File: config.mk
export PLATFORM = sky130hd
export DESIGN_NAME = des_decrypt_iter
export DESIGN_NICKNAME = d
export VERILOG_FILES = /design/src/rtl/des_decrypt_iter.sv
export SDC_FILE = /design/constraint.sdc
export NUM_CORES = 1
export LEC_CHECK = 0
export CORE_MARGIN = 2
export CORE_UTILIZATION = 30
export CTS_CLUSTER_DIAMETER = 50
export DETAILED_ROUTE_END_ITERATION = 8
export PLACE_DENSITY = 0.64
export SYNTH_ARGS = -nofsm -noshare
export SYNTH_HDL_FRONTEND = slang
export SYNTH_SLANG_ARGS = --single-unit
File: constraint.sdc
create_clock -name clk -period 2.7 [get_ports clk]
set_clock_uncertainty 0.05 [all_clocks]
set_input_delay 0.54 -clock clk [delete_from_list [all_inputs] [get_ports clk]]
set_output_delay 0.54 -clock clk [all_outputs]
set_load 0.005 [all_outputs]
File: src/rtl/des_decrypt_iter.sv
// Iterative DES decryption core: one Feistel round per clock, subkeys 16..1.
// F function and key schedule live outside; this block holds L/R and sequences rounds.
//
//   state | meaning
//   ------+-----------------------------------------------------------
//   IDLE  | ready for a new L0||R0 block
//   ROUND | one Feistel round per edge, cnt counts subkey index 15..0
//   DONE  | R16||L16 presented on data_out until downstream takes it
module des_decrypt_iter (
    input  logic        clk,
    input  logic        rst_n,
    input  logic        in_valid,
    output logic        in_ready,
    input  logic [64:1] data_in,
    output logic [4:1]  round_sel,
    output logic [32:1] f_r,
    input  logic [32:1] f_out,
    output logic        out_valid,
    input  logic        out_ready,
    output logic [64:1] data_out,
    output logic        busy
);

    typedef enum logic [1:0] {
        IDLE  = 2'd0,
        ROUND = 2'd1,
        DONE  = 2'd2
    } state_t;

    state_t      state;
    state_t      state_nxt;
    logic [32:1] l;
    logic [32:1] r;
    logic [4:1]  cnt;
    logic        load;
    logic        step;

    always_ff @(posedge clk or negedge rst_n) begin
        if (!rst_n) begin
            state <= IDLE;
        end else begin
            state <= state_nxt;
        end
    end

    always_comb begin
        state_nxt = state;
        load      = 1'b0;
        step      = 1'b0;
        in_ready  = 1'b0;
        out_valid = 1'b0;
        busy      = 1'b0;
        case (state)
            IDLE: begin
                in_ready = 1'b1;
                if (in_valid) begin
                    load      = 1'b1;
                    state_nxt = ROUND;
                end
            end
            ROUND: begin
                busy = 1'b1;
                step = 1'b1;
                if (cnt == 4'd0) begin
                    state_nxt = DONE;
                end
            end
            DONE: begin
                // in_valid is deliberately ignored here; the input waits for IDLE
                busy      = 1'b1;
                out_valid = 1'b1;
                if (out_ready) begin
                    state_nxt = IDLE;
                end
            end
            default: begin
                state_nxt = IDLE;
            end
        endcase
    end

    // cnt stops at 0 on the last round so it never wraps
    always_ff @(posedge clk or negedge rst_n) begin
        if (!rst_n) begin
            l   <= 32'h0;
            r   <= 32'h0;
            cnt <= 4'd0;
        end else if (load) begin
            l   <= data_in[64:33];
            r   <= data_in[32:1];
            cnt <= 4'd15;
        end else if (step) begin
            l <= r;
            r <= l ^ f_out;
            if (cnt != 4'd0) begin
                cnt <= cnt - 4'd1;
            end
        end
    end

    assign round_sel = cnt;
    assign f_r       = r;
    assign data_out  = out_valid ? {r, l} : 64'h0;

endmodule

# Word level (Yosys, flattened, before mapping)
# Cells that the tools add are included.
[classes]
add_sub_neg = 1
n_eq_ne = 5
mux = 18
bitwise = 1
n_reduce_logical = 8
[op_table]
columns = ["op", "n"]
rows = [
  ["32-bit two-way mux", 4],
  ["64-bit two-way mux", 1],
  ["32-bit XOR", 1],
  ["4-bit two-way mux", 3],
  ["1-bit two-way mux", 6],
  ["2-bit two-way mux", 3],
  ["2-bit inequality test, second input constant", 3],
  ["2-bit one-hot mux with 3 select lines", 1],
  ["4-bit zero test", 1],
  ["2-bit nonzero test", 2],
  ["4-bit nonzero test", 1],
  ["4-bit by 1-bit subtractor with 4-bit output, second input constant", 1],
  ["3-bit AND reduction", 1],
  ["2-bit by 1-bit equality test with 1-bit output, second input constant", 1],
  ["2-bit equality test, second input constant", 1],
  ["2-bit zero test", 1],
  ["2-bit AND reduction", 1],
  ["2-bit OR reduction", 1],
]
[word_totals]
regBits = 70
in_bits = 100

# Longest topological paths before layout
# Gate-level depths: netlist of run 1.
[logic_depth]
word_depth = 4
depth_mapped = 8
mapped_depth_nobuf = 5

# Worst setup path before layout of run 1
# OpenSTA, ideal clock, no wires.
[synth_path]
path_kind = "reg-to-reg"
startpoint = "reg cnt, in the netlist round_sel[1]"
endpoint = "reg state[0]"
setup_ns = 0.125
t_arrival_ns = 1.726
slack_ns = 0.799
stages_incl_launch_ff = 6
n_path_buf = 0
period_less_slack_ns = 1.901
path_cell_list = "dfrtp_1 inv_1 ha_1 or3b_4 a222oi_1 mux2_2"
[synth_via]
elab_chain_cells = 3
[synth_lines]
columns = ["item", "line_no", "text"]
rows = [
  ["start: declaration", "34", "logic [4:1] cnt;"],
  ["start signal: assignment", "96", "cnt <= cnt - 4'd1;"],
  ["4-bit zero test", "64", "if (cnt == 4'd0) begin"],
  ["2-bit inequality test (no line)", "n/a", ""],
  ["3-bit AND reduction (no line)", "n/a", ""],
  ["end signal: assignment", "42", "state <= state_nxt;"],
  ["end: declaration", "30", "state_t state;"],
]
# Every way passes these cells.
# A chain may end at the register's enable or synchronous reset.

# Final worst setup path of run 1
[layout_path]
startpoint = "reg state[0]"
endpoint = "out data_out[33] (netlist bit)"
[layout_via]
elab_chain_cells = 3
[layout_lines]
columns = ["item", "line_no", "text"]
rows = [
  ["2-bit equality test", "53", "case (state)"],
  ["1-bit two-way mux", "53", ""],
  ["64-bit two-way mux", "103", "assign data_out = out_valid ? {r, l} : 64'h0;"],
  ["end: declaration", "20", "output logic [64:1] data_out,"],
]
# Every way passes these cells.

==> summary.md, run 1 <==
| Metric | Value |
|---|---|
| Most common cell in the netlist | `dfrtp_1` |
| Yosys top cell area share | `44.0%` |
| Setup violators final | `0` |
| Synth top area cells | `dfrtp_1 (44%), mux2i_1 (16%), and2_1 (10%), o21ai_0 (8.3%), xor2_1 (7.0%)` |
| Initial antenna violation count | `0` |
| Max Buffers Root-to-Sink | `2` |
| Mapped Cells | `418` |
| Number of global-route vias before repair | `3545` |
| CP arrival | `1.93 ns` |
| Fillcell total | `1210` |
| GP Congestion | `0.756` |
| Reg2Reg Depth | `4` |
| Ratio of cells with drive above 1 in the final layout | `4.91%` |
| DRT Wirelength | `11600 µm` |
| Synth area leader | `dfrtp_1` |
| Post-synth EDFFs | `0` |
| Syn_nets | `524` |
| Vias per inst | `4.50` |
| # clock sinks | `70` |
| Final Cell Area | `0.00650 mm²` |
| Synthesized cell area | `0.00398 mm²` |
| Worst VDD drop | `0.427 mV` |
| Crit Path Max Fanout | `27` |
| Worst-Margin Slew | `0.900 ns` |
| Crit. End Element | `output port` |
| Ant diodes | `0` |
| Syn Area/Cell | `9.53 µm²` |
| Kind of critical path | `reg2out` |
| Fin. Hold Viols | `0` |
| DP Area | `0.00620 mm²` |
| Nets | `714` |
| DR WL/cell | `14.7 µm` |
| Core footprint | `0.0131 mm²` |
| Drt first pass iters | `4` |
| Gr ovfl total | `0` |
| Initial Utilization | `30.4%` |
| Worst Setup Start Kind | `register` |
| Switching power | `0.00234 W` |
| Pwr Density | `1020 mW/mm²` |
| Clock share of power | `15.7%` |
| Primary FF master, synth | `dfrtp_1` |
| Worst rel slew slack | `40.0%` |
| Leakage | `2.66 nW` |
| Total number of vias | `3544` |
| Met3 usage in global routing | `3.74%` |
| TNS Setup | `0 ns` |
| Logic pwr share | `52.3%` |
| Hpwl dp | `8050 µm` |
| Row cnt | `42` |
| Final min period | `2.52 ns` |
| Num CTS Buffers | `9` |
| Post-route DRC violation count | `0` |
| H-tree depth reported by CTS | `3` |
| Busiest grt layer | `met2` |
| Tot GR Track Use | `16.1%` |
| I/O Buffers | `202` |
| RSZ-0062 raised after global routing | `no` |
| Drt initial violations | `132` |
| Sw Share | `35.4%` |
| Fin crit share | `93.2%` |
| Met2 Usage GRT | `27.1%` |
| Max-cap violations | `0` |
| Synth warn | `0` |
| Int Power | `0.00426 W` |
| Yosys cell types | `20` |
| Sequential share of power | `32.0%` |
| Critical Path RT | `2.11 ns` |
| Hold slack | `0.305 ns` |
| M1 GR Usage | `20.3%` |
| Area growth syn-to-layout | `63.3%` |
| Chip width | `119 µm` |
| CTS root buffer | `clkbuf_16` |
| Yosys reg bits | `70` |
| Die Span Y | `119 µm` |
| Die area | `0.0142 mm²` |
| CTS tree | `built` |
| Final slew viol count | `0` |
| I/O Pins | `203` |
| Largest net degree at the start of global routing | `71` |
| Run status | `complete, no violations` |
| First-pass GRT wire length | `18300 µm` |
| Reg clk slew, reported paths | `0.05 ns` |
| Sequential cell area fraction in the yosys report | `44.0%` |
| ANT nets after route | `0` |
| Max frequency | `0.397 GHz` |
| Clk Latency, worst-skew pair | `0.32 ns` |
| Worst Hold Class | `in2async` |
| List of most frequent post-synthesis cells | `dfrtp_1 (70), nand2_1 (66), o21ai_0 (66)` |
| Fraction of registers with async set/reset | `100%` |
power groups by stage:
| stage | combinational, W | clock [W] | sequential, W |
|---|---|---|---|
| 6_report | 0.00345 | 0.00104 | 0.00211 |
| 5_1_grt | 0.00381 | 0.00113 | 0.00219 |
| 4_1_cts | 0.00352 | 0.00108 | 0.00212 |
| 3_5_place_dp | 0.00342 | 0 | 0.00213 |
| 3_3_place_gp | 0.00336 | 0 | 0.00210 |
| 2_1_floorplan | 0.00179 | 0 | 0.00200 |
stage by stage:
step	worst slack [ns]	total power, W	util, %	std cells
floorplan	0.799	0.00379	-	418
global placement	0.307	0.00546	47.4	771
detailed placement	0.218	0.00554	47.4	771
CTS	0.0500	0.00672	49.7	787
global route	0.0821	0.00713	49.7	787
finish	0.183	0.00660	49.7	787
kinds of logic after synthesis:
group / after synthesis / share of synthesized area [%]
compound gates: 71 / 9.24
xor+xnor: 32 / 7.04
fa+ha+maj: 6 / 1.88
buf+inv: 36 / 3.64
flops: 70 / 44.0
mux: 66 / 16.7
simple gates: 137 / 17.6
worst max-delay path, stage by stage, from the launching register on:
cell and delay, ns:
dfrtp_2 0.44, inv_2 0.11, ha_4 0.21, buf_12 0.18
and2_1 0.16, clkdlybuf4s50_1 0.50
state kept, by name, indices dropped and copies added, names as in the netlist:
signal and flops:
l 32, state 2, f_r 32, round_sel 4
final cells by class:
type | count | area (µm²) | area share [%]
Tap cell | 176 | 220 | 3.39
Multi-Input combinational cell | 312 | 2110 | 32.5
Timing Repair Buffer | 208 | 2130 | 32.8
Clock inverter | 2 | 10.0 | 0.154
Clock buffer | 12 | 246 | 3.79
Sequential cell | 70 | 1750 | 27.0
Inverter | 7 | 26.3 | 0.404
worst paths after layout:
path | from | endpoint | slack, ns
max in group asynchronous | rst_n | state[0]$_DFFE_PN0P_ | 1.66
min in group clk | round_sel[3]$_DFFE_PN0P_ | round_sel[3]$_DFFE_PN0P_ | 0.54
worst min-delay path | rst_n | l[10]$_DFFE_PN0P_ | 0.30
worst max-delay path | state[0]$_DFFE_PN0P_ | data_out[33] | 0.18
worst min register to register | round_sel[3]$_DFFE_PN0P_ | round_sel[3]$_DFFE_PN0P_ | 0.54
worst max register to register | state[1]$_DFFE_PN0P_ | state[0]$_DFFE_PN0P_ | 0.54
layer usage:
metal	routed length, µm	part of all wire, %	vias to the layer above
li1	-	-	1768
met1	5110	44	1646
met2	5650	49	119
met3	659	5.7	11
met4	138	1.2	0
met5	0	0	-
placed cells by master (no fill, tap or decap), types with 2 or more instances in the layout:
cell / synthesis / final
clkinv_2: 0 / 2
and2_1: 65 / 64
o21ai_0: 66 / 66
clkdlybuf4s50_1: 0 / 201
xor2_1: 32 / 32
ha_1: 6 / 4
inv_1: 7 / 6
buf_12: 0 / 4
clkbuf_1: 21 / 2
dfrtp_1: 70 / 69
a21oi_1: 2 / 2
mux2i_1: 64 / 64
ha_4: 0 / 2
buf_4: 0 / 2
mux2_2: 2 / 2
nand2_1: 66 / 66
clkbuf_16: 0 / 9
and3_2: 2 / 2
timing repair:
action                     4_1_cts  5_1_grt
gates cloned                     1        0
setup endpoints to repair       51       19
gates resized for setup          2        2
hold endpoints to repair         0        0
hold buffers                     0        0
buffers inserted                 1        0
pin swaps                        1        0
Note: power is estimated with default switching activity, not from simulation.
==> run 2: changes to the inputs <==
SKIP_CTS_REPAIR_TIMING = 1   (was unset)
==> run 2 against run 1 <==
- maximum frequency is 1.7% lower
- cell count is 0.25% higher
- total power is 0.23% higher
- clock power hardly changed
- combinational power hardly changed
- sequential share of layout area is 0.055 points lower
- critical path depth stayed put
- die area stayed put
- sequential cell count stayed put
- critical path type unchanged
- largest power group unchanged
==> summary.md, run 2 (synthesis gave the netlist of run 1 again) <==
| Metric | Value |
|---|---|
| Run status | `complete, no violations (unchanged)` |
| Post-route DRC violation count | `0 (unchanged)` |
| Multi-input gate area | `0.00211 mm² (unchanged)` |
| Number of global-route vias before repair | `3493 (was 3545)` |
| Drt first pass iters | `4 (unchanged)` |
| Worst r2r src | `state[1]$_DFFE_PN0P_ (unchanged)` |
| Chip width | `119 µm (unchanged)` |
| Max-cap violations | `0 (unchanged)` |
| Register area | `0.00175 mm² (about the same)` |
| DRT Wirelength | `11600 µm (about the same)` |
| Fin. Hold Viols | `0 (unchanged)` |
| Setup violators final | `0 (unchanged)` |
| Crit. End Element | `output port (unchanged)` |
| CTS root buffer | `clkbuf_16 (unchanged)` |
| I/O Buffers | `202 (unchanged)` |
| Row cnt | `42 (unchanged)` |
| Pwr Density | `1020 mW/mm² (about the same)` |
| Worst Hold Class | `in2async (unchanged)` |
| Most common cell after layout, fill and taps aside | `clkdlybuf4s50_1 (unchanged)` |
| Worst setup margin | `0.140 ns (was 0.183 ns)` |
| Worst VDD drop | `0.429 mV (was 0.427 mV)` |
| Reg-to-reg setup timing slack | `0.50 ns (was 0.54 ns)` |
| Gr ovfl total | `0 (unchanged)` |
| Worst Setup Start Kind | `register (unchanged)` |
| Fin crit share | `94.8% (was 93.2%)` |
| Most frequent cells in the layout | `clkdlybuf4s50_1 (201), dfrtp_1 (70), nand2_1 (66), o21ai_0 (66) (was clkdlybuf4s50_1 (201), dfrtp_1 (69), nand2_1 (66), o21ai_0 (66))` |
| Largest net degree at the start of global routing | `71 (unchanged)` |
| Drt initial violations | `137 (was 132)` |
| Tot GR Track Use | `15.4% (was 16.1%)` |
| RSZ-0062 raised after global routing | `no (unchanged)` |
| Nets | `716 (was 714)` |
| Crit Path Max Fanout | `7 (was 27)` |
| Area growth syn-to-layout | `63.5% (was 63.3%)` |
| Power, Total | `0.00662 W (was 0.00660 W)` |
| CP Cell Sequence | `inv_2 -> ha_4 -> clkbuf_2 -> and2_1 -> clkdlybuf4s50_1 (was inv_2 -> ha_4 -> buf_12 -> and2_1 -> clkdlybuf4s50_1)` |
| Crit-path slowest cell | `clkdlybuf4s50_1 (unchanged)` |
| Kind of critical path | `reg2out (unchanged)` |
| Hpwl dp | `8050 µm (unchanged)` |
| Initial antenna violation count | `0 (unchanged)` |
| CP arrival | `1.97 ns (was 1.93 ns)` |
| ANT nets after route | `0 (unchanged)` |
| Core footprint | `0.0131 mm² (unchanged)` |
| Leakage | `2.67 nW (was 2.66 nW)` |
| DP Area | `0.00620 mm² (unchanged)` |
| CTS tree | `built (unchanged)` |
| # clock sinks | `70 (unchanged)` |
| Clk Latency, worst-skew pair | `0.32 ns (about the same)` |
| Worst rel slew slack | `40.0% (about the same)` |
| Vias per inst | `4.49 (was 4.50)` |
| Total number of vias | `3544 (unchanged)` |
| Fillcell total | `1204 (was 1210)` |
| Die Span Y | `119 µm (unchanged)` |
| I/O Pins | `203 (unchanged)` |
| Reg clk slew, reported paths | `0.05 ns (about the same)` |
| Final min period | `2.56 ns (was 2.52 ns)` |
| Reg2Reg Capture Point | `state[0]$_DFFE_PN0P_ (unchanged)` |
| First-pass GRT wire length | `17700 µm (was 18300 µm)` |
| Final Cell Area | `0.00651 mm² (was 0.00650 mm²)` |
| Place WS | `0.218 ns (unchanged)` |
| GP Congestion | `0.756 (unchanged)` |
| DR WL/cell | `14.7 µm (about the same)` |
| Max frequency | `0.391 GHz (was 0.397 GHz)` |
| Die area | `0.0142 mm² (unchanged)` |
| Reg2Reg Depth | `4 (unchanged)` |
| Final slew viol count | `0 (unchanged)` |
| Largest stage delay on the critical path | `0.50 ns (about the same)` |
| Max Buffers Root-to-Sink | `2 (unchanged)` |
| Worst-Margin Slew | `0.900 ns (about the same)` |
| Initial Utilization | `30.4% (unchanged)` |
| Ratio of cells with drive above 1 in the final layout | `5.06% (was 4.91%)` |
| Num CTS Buffers | `9 (unchanged)` |
| Ant diodes | `0 (unchanged)` |
| Critical Path RT | `2.11 ns (about the same)` |
| H-tree depth reported by CTS | `3 (unchanged)` |
[run 2: changes by cell type in the layout (fill, tap and decap cells not counted)]
cell | previous run | this run
clkbuf_16 | 9 | 10
clkbuf_2 | 0 | 1
dfrtp_2 | 1 | 0
dfrtp_1 | 69 | 70
buf_4 | 2 | 3
buf_16 | 1 | 0
[run 2: cell type report]
class	instances	area share (%)
multi-input cells	312	32.4
well taps	176	3.38
flip-flops and latches	70	26.9
clock inverters	2	0.154
repair buffers	210	32.9
inverters	7	0.403
clock buffers	12	3.78
[run 2: worst max-delay path, delay by kind of cell (launching register included)]
family	cells	cell delay, ns
adders and majority gates	1	0.22
buffers and inverters	3	0.83
DFF	1	0.45
and+or+nand+nor	1	0.15
[run 2: per-stage QoR]
step                instances  util, %  setup TNS [ns]  hold slack (ns)
floorplan                 418        -               0            0.194
global placement          771     47.4               0            0.489
detailed placement        771     47.4               0            0.495
CTS                       785     49.3           -4.91            0.345
global route              789     49.8               0            0.390
finish                    789     49.8               0            0.300
[run 2: worst max path at each step]
stage / from / endpoint / slack (ns)
final: state[0]$_DFFE_PN0P_ / data_out[5] / 0.14
after global routing: state[0]$_DFFE_PN0P_ / data_out[10] / 0.05
after CTS: state[0]$_DFFE_PN0P_ / data_out[7] / -0.13
after detailed placement: state[0]$_DFFE_PN0P_ / data_out[7] / 0.22
after global placement: state[0]$_DFFE_PN0P_ / data_out[7] / 0.31
after floorplan: round_sel[1]$_DFFE_PN0P_ / state[0]$_DFFE_PN0P_ / 0.80
[run 2: report_power, final]
group          switching [W]  internal [W]  leakage, nW
logic                0.00142       0.00204         1.70
registers           0.000522       0.00159        0.842
clock network       0.000407      0.000633        0.128
[run 2: layer usage]
layer | track usage, % | routed length, µm
met5 | 0 | 0
met1 | 19.4 | 5140
met3 | 3.74 | 643
met4 | 5.51 | 159
met2 | 25.8 | 5680
